**src/rtl/ksa8_result_fifo_pkg.sv**
```systemverilog
// Shared types and defaults for the KSA8 result capture stage.
// A result is the 9-bit word {cout, sum[7:0]} sampled from the adder.
package ksa8_result_fifo_pkg;

    localparam int unsigned RES_W       = 9;
    localparam int unsigned DEF_LATENCY = 5;
    localparam int unsigned DEF_DEPTH   = 8;

    typedef struct packed {
        logic       cout;
        logic [7:0] sum;
    } result_t;

endpackage

```
**src/rtl/ksa8_result_fifo_valid_delay.sv**
```systemverilog
// Valid-tracking shift register that mirrors the KSA8 pipeline depth.
// tap marks the cycle a result is present; inflight counts issues not yet captured.
module ksa8_valid_delay #(
    parameter int unsigned LATENCY = 5
) (
    input  logic       clk,
    input  logic       rst,
    input  logic       in_valid,
    output logic       tap,
    output logic [4:0] inflight
);

    logic [LATENCY-1:0] sr_q;

    always_ff @(posedge clk or posedge rst) begin
        if (rst) begin
            sr_q <= '0;
        end else begin
            sr_q[0] <= in_valid;
            for (int unsigned i = 1; i < LATENCY; i++) begin
                sr_q[i] <= sr_q[i-1];
            end
        end
    end

    assign tap = sr_q[LATENCY-1];

    // Tap bit is still counted: its result is captured on the coming edge.
    always_comb begin
        inflight = '0;
        for (int unsigned i = 0; i < LATENCY; i++) begin
            inflight = inflight + 5'(sr_q[i]);
        end
    end

endmodule

```
**src/rtl/ksa8_result_fifo.sv**
```systemverilog
// Captures KSA8 results when their issue emerges from the pipeline and buffers them
// in a first-word fall-through FIFO with credit-based backpressure to the issuer.
module ksa8_result_fifo
    import ksa8_result_fifo_pkg::*;
#(
    parameter int unsigned LATENCY = DEF_LATENCY,
    parameter int unsigned DEPTH   = DEF_DEPTH
) (
    input  logic             clk,
    input  logic             rst,
    input  logic             in_valid,
    output logic             in_ready,
    input  logic             sum0,
    input  logic             sum1,
    input  logic             sum2,
    input  logic             sum3,
    input  logic             sum4,
    input  logic             sum5,
    input  logic             sum6,
    input  logic             sum7,
    input  logic             cout,
    output logic [RES_W-1:0] out_data,
    output logic             out_valid,
    input  logic             out_ready,
    output logic [4:0]       count,
    output logic             overflow,
    input  logic             overflow_clr
);

    localparam int unsigned AW      = $clog2(DEPTH);
    localparam logic [4:0]  DEPTH_C = 5'(DEPTH);

    logic          tap;
    logic [4:0]    inflight;
    result_t       wdata;
    result_t       mem [DEPTH];
    logic [AW-1:0] wr_ptr_q, rd_ptr_q;
    logic [4:0]    count_q, count_d;
    logic          overflow_q, overflow_d;
    logic          full, pop, push, drop;

    ksa8_valid_delay #(
        .LATENCY (LATENCY)
    ) u_valid_delay (
        .clk      (clk),
        .rst      (rst),
        .in_valid (in_valid),
        .tap      (tap),
        .inflight (inflight)
    );

    always_comb begin
        wdata.cout = cout;
        wdata.sum  = {sum7, sum6, sum5, sum4, sum3, sum2, sum1, sum0};
    end

    assign full      = (count_q == DEPTH_C);
    assign out_valid = (count_q != 5'd0);
    assign pop       = out_valid && out_ready;
    // A full FIFO still accepts the tap result if the head leaves on the same edge.
    assign push      = tap && (!full || pop);
    assign drop      = tap && full && !pop;
    assign out_data  = mem[rd_ptr_q];
    assign count     = count_q;
    assign overflow  = overflow_q;

    // Credits cover both stored entries and results still inside the adder.
    assign in_ready  = (6'(count_q) + 6'(inflight)) < 6'(DEPTH);

    always_comb begin
        count_d = count_q;
        case ({push, pop})
            2'b10:   count_d = count_q + 5'd1;
            2'b01:   count_d = count_q - 5'd1;
            default: count_d = count_q;
        endcase
    end

    always_comb begin
        overflow_d = overflow_q;
        if (drop) begin
            overflow_d = 1'b1;
        end else if (overflow_clr) begin
            overflow_d = 1'b0;
        end
    end

    always_ff @(posedge clk or posedge rst) begin
        if (rst) begin
            wr_ptr_q   <= '0;
            rd_ptr_q   <= '0;
            count_q    <= '0;
            overflow_q <= 1'b0;
            for (int unsigned i = 0; i < DEPTH; i++) begin
                mem[i] <= '0;
            end
        end else begin
            if (push) begin
                mem[wr_ptr_q] <= wdata;
                wr_ptr_q      <= wr_ptr_q + 1'b1;
            end
            if (pop) begin
                rd_ptr_q <= rd_ptr_q + 1'b1;
            end
            count_q    <= count_d;
            overflow_q <= overflow_d;
        end
    end

endmodule
```
**config.mk**
```make
export PLATFORM = sky130hd
export DESIGN_NAME = ksa8_result_fifo
export DESIGN_NICKNAME = d
export VERILOG_FILES = /design/src/rtl/ksa8_result_fifo_pkg.sv /design/src/rtl/ksa8_result_fifo_valid_delay.sv /design/src/rtl/ksa8_result_fifo.sv
export SDC_FILE = /design/constraint.sdc
export NUM_CORES = 1
export LEC_CHECK = 0
export ABC_AREA = 0
export BUFFER_PORTS_ARGS = -buffer_cell sky130_fd_sc_hd__buf_2
export CORE_ASPECT_RATIO = 0.6
export CORE_UTILIZATION = 64
export DETAILED_ROUTE_END_ITERATION = 12
export GPL_TIMING_DRIVEN = 0
export PLACE_DENSITY_LB_ADDON = 0.1
export SKIP_LAST_GASP = 1
export SLEW_MARGIN = 20
export SYNTH_ARGS = -nofsm -noshare
export SYNTH_HDL_FRONTEND = slang
export SYNTH_SLANG_ARGS = --single-unit
```
**constraint.sdc**
```tcl
create_clock -name clk -period 8.7 [get_ports clk]
set_input_delay 0.87 -clock clk [delete_from_list [all_inputs] [get_ports clk]]
set_output_delay 0.87 -clock clk [all_outputs]
set_load 0.005 [all_outputs]
```
==> results.json <==
{
  "ys_seq_elements": 89,
  "setup_tns_ns": 0,
  "post_synth_num_cell_types": 43,
  "cp_max_fo": 2,
  "grt_util_all_layers_pct": 28.3,
  "worst_ep_required_time_ns": 7.83,
  "powerDensity_mw_per_mm2": 377,
  "postRouteAntennaNets": 0,
  "core_area_mm2": 0.00628,
  "postCtsSetupBuffers": 0,
  "portBuffers": 30,
  "cp-end-kind": "output pin",
  "floorplan.rows": 22,
  "drt-pass1-iter-count": 4,
  "finalHoldViolCount": 0,
  "grt_setup_unrepaired": "no",
  "die_area_mm2": 0.00700,
  "ff2ff_path_depth": 9,
  "post_drt_wl_per_cell_um": 20.5,
  "irDropWorstVdd_v": 0.000198,
  "post_route_cells_drive_above_1_share_pct": 50.3,
  "final_cell_mix": "89 x sky130_fd_sc_hd__dfrtp_1, 74 x sky130_fd_sc_hd__mux2_2, 36 x sky130_fd_sc_hd__buf_2",
  "clock-sinks": 89,
  "worstHoldPathCells": 0,
  "synth_edf_count": 0,
  "cts_max_level": 3,
  "grt_pass1_vias": 2556,
  "tightestPinTransition_ns": 0.946,
  "hold_path_class": "register to register",
  "cts_buffer_depth": 2,
  "synthesis.instances": 276,
  "clkLatencyLatePin_ns": 0.37,
  "placed_cell_area_mm2": 0.00455,
  "total_standard_cell_area_after_synthesis_mm2": 0.00426,
  "static-leakage-power_nw": 2.10,
  "holdBufCountCts": 0,
  "cts_inserted_buffers": 9,
  "die_width_um": 107,
  "postLayoutCellArea_mm2": 0.00474,
  "drtIter0Drc": 144,
  "n_fill_cell": 390,
  "grt_max_degree": 47,
  "post_layout_nonfiller_instances": 406,
  "detailroute.via_count": 2419,
  "maxCapViolCount": 0,
  "final_clock_period_utilization_by_the_worst_path_pct": 47.9,
  "crit_path_start_kind": "register",
  "cts-root-buf": "sky130_fd_sc_hd__clkbuf_8",
  "fmax_mhz": 240,
  "clk_transition_reported_paths_ns": 0.08,
  "area_delta_synth_final_pct": 11.3,
  "insertedDiodeCount": 0,
  "synth-async-reset-ratio_pct": 100,
  "placed_cells_incl_taps": 391,
  "setup.worst_path.class": "register to output pin",
  "global_route.overflow_total": 0,
  "antenna_found_initial": 0,
  "yosys_most_used_dff": "sky130_fd_sc_hd__dfrtp_1",
  "timing.slew.headroom_pct": 36.6,
  "cts_tree": "built",
  "syn-mean-instance-area_um2": 15.4,
  "worstPathArrival_ns": 3.30,
  "synth_fp_nets": 303,
  "cts.repair.resized": 0,
  "gp_routability_congestion": 0.791,
  "timing.final.max_slew_violations": 0,
  "global_route_wire_length_before_repair_um": 13800,
  "fin_worst_skew_ns": 0.00910,
  "num_io_pins": 31,
  "avgViaCountPerCell": 5.96,
  "finalSetupViolCount": 0,
  "status": "complete, no violations",
  "yosys_warnings": 0,
  "dp_hpwl_um": 5490,
  "remaining_drc_errors": 0,
  "most_frequent_standard_cell_in_the_layout_excluding_fill_and_tap_cells": "sky130_fd_sc_hd__dfrtp_1",
  "die_y_um": 65.2,
  "yosysSeqAreaShare_pct": 52.2,
  "final_nets": 345,
  "layout_min_cycle_time_ns": 4.17,
  "drt-total-wl_um": 8330,
  "start_util_pct": 67.9
}
[worst max-delay path, cell delays in order (launching register included)]
cell and delay, ns:
sky130_fd_sc_hd__dfrtp_1 0.39, sky130_fd_sc_hd__ha_1 0.29, sky130_fd_sc_hd__inv_1 0.06, sky130_fd_sc_hd__fa_1 0.47, sky130_fd_sc_hd__inv_1 0.05, sky130_fd_sc_hd__ha_1 0.20, sky130_fd_sc_hd__fa_1 0.46, sky130_fd_sc_hd__ha_1 0.29
sky130_fd_sc_hd__a31o_2 0.19, sky130_fd_sc_hd__a2111oi_0 0.36, sky130_fd_sc_hd__buf_2 0.18
[layer usage]
layer | up-vias | global-route usage [%] | part of all wire, %
li1 | 1106 | - | -
met1 | 1245 | 40.9 | 48
met2 | 58 | 41.5 | 46
met3 | 10 | 7.74 | 4.5
met4 | 0 | 10.3 | 1.4
met5 | - | 0 | 0
[logic make-up (layout without fill, tap and decap cells)]
family / Yosys count / after routing / synth area share (%)
compound gates: 12 / 12 / 1.97
xor+xnor: 7 / 7 / 1.44
fa+ha+maj: 13 / 13 / 4.34
buf+inv: 24 / 70 / 2.64
flops: 89 / 89 / 52.2
mux: 102 / 102 / 32.5
simple gates: 29 / 29 / 4.93
[Yosys cell counts, types with 2 or more instances]
cell type | number | area, um2
sky130_fd_sc_hd__buf_2 | 6 | 30.0
sky130_fd_sc_hd__buf_6 | 2 | 22.5
sky130_fd_sc_hd__clkbuf_1 | 3 | 11.3
sky130_fd_sc_hd__dfrtp_1 | 89 | 2230
sky130_fd_sc_hd__fa_1 | 3 | 60.1
sky130_fd_sc_hd__ha_1 | 10 | 125
sky130_fd_sc_hd__inv_1 | 12 | 45.0
sky130_fd_sc_hd__mux2_2 | 74 | 833
sky130_fd_sc_hd__mux2_4 | 9 | 135
sky130_fd_sc_hd__mux4_2 | 18 | 405
sky130_fd_sc_hd__nand2_1 | 5 | 18.8
sky130_fd_sc_hd__nand3_1 | 3 | 15.0
sky130_fd_sc_hd__nand3b_1 | 2 | 15.0
sky130_fd_sc_hd__nor3_1 | 2 | 10.0
sky130_fd_sc_hd__nor3b_1 | 2 | 15.0
sky130_fd_sc_hd__o21ai_0 | 3 | 15.0
sky130_fd_sc_hd__or3_1 | 2 | 12.5
sky130_fd_sc_hd__xnor2_1 | 5 | 43.8
sky130_fd_sc_hd__xor2_1 | 2 | 17.5
[worst paths after layout]
| check | startpoint | endpoint | slack [ns] |
|---|---|---|---|
| max | u_valid_delay.sr_q[1] | in_ready | 4.53 |
| min | u_valid_delay.sr_q[2] | u_valid_delay.sr_q[3] | 0.39 |
| max reg2reg | count[0] | count[4] | 5.56 |
| min reg2reg | u_valid_delay.sr_q[2] | u_valid_delay.sr_q[3] | 0.39 |
| max in group asynchronous | rst | mem[50] | 7.53 |
| min in group asynchronous | rst | mem[52] | 0.56 |
[final cells by class]
class | instances | area [um2] | share of cell area [%]
sequential | 89 | 2230 | 46.9
clock inverter | 3 | 40.0 | 0.844
multi-input combinational | 163 | 1920 | 40.6
timing repair buffer | 31 | 178 | 3.74
buffer | 12 | 67.6 | 1.42
inverter | 12 | 47.5 | 1.00
clock buffer | 12 | 155 | 3.27
tap | 84 | 105 | 2.22
[state kept, by name, summed over array words and instances, names as in the netlist]
name                count
mem                    72
count                   5
u_valid_delay.sr_q      5
rd_ptr_q                3
wr_ptr_q                3
overflow                1
[where the power goes]
group	switching (mW)	total, mW	internal [mW]	leakage (nW)
clock network	0.137	0.283	0.146	0.102
registers	0.121	0.734	0.614	1.06
logic	0.302	0.774	0.472	0.941
total	0.559	1.79	1.23	2.10
[per-stage QoR]
step                      worst slack (ns)  util [%]  total power, mW  hold slack, ns
final                                 4.53      75.6             1.79           0.388
after global routing                  4.41      75.6             1.92           0.403
after CTS                             4.51      75.6             1.81           0.394
after detailed placement              4.96      72.5             1.52           0.375
after global placement                4.51      72.0             1.48           0.360
after floorplan                       5.13         -             1.30           0.354
Note: power is estimated with default switching activity, not from simulation.
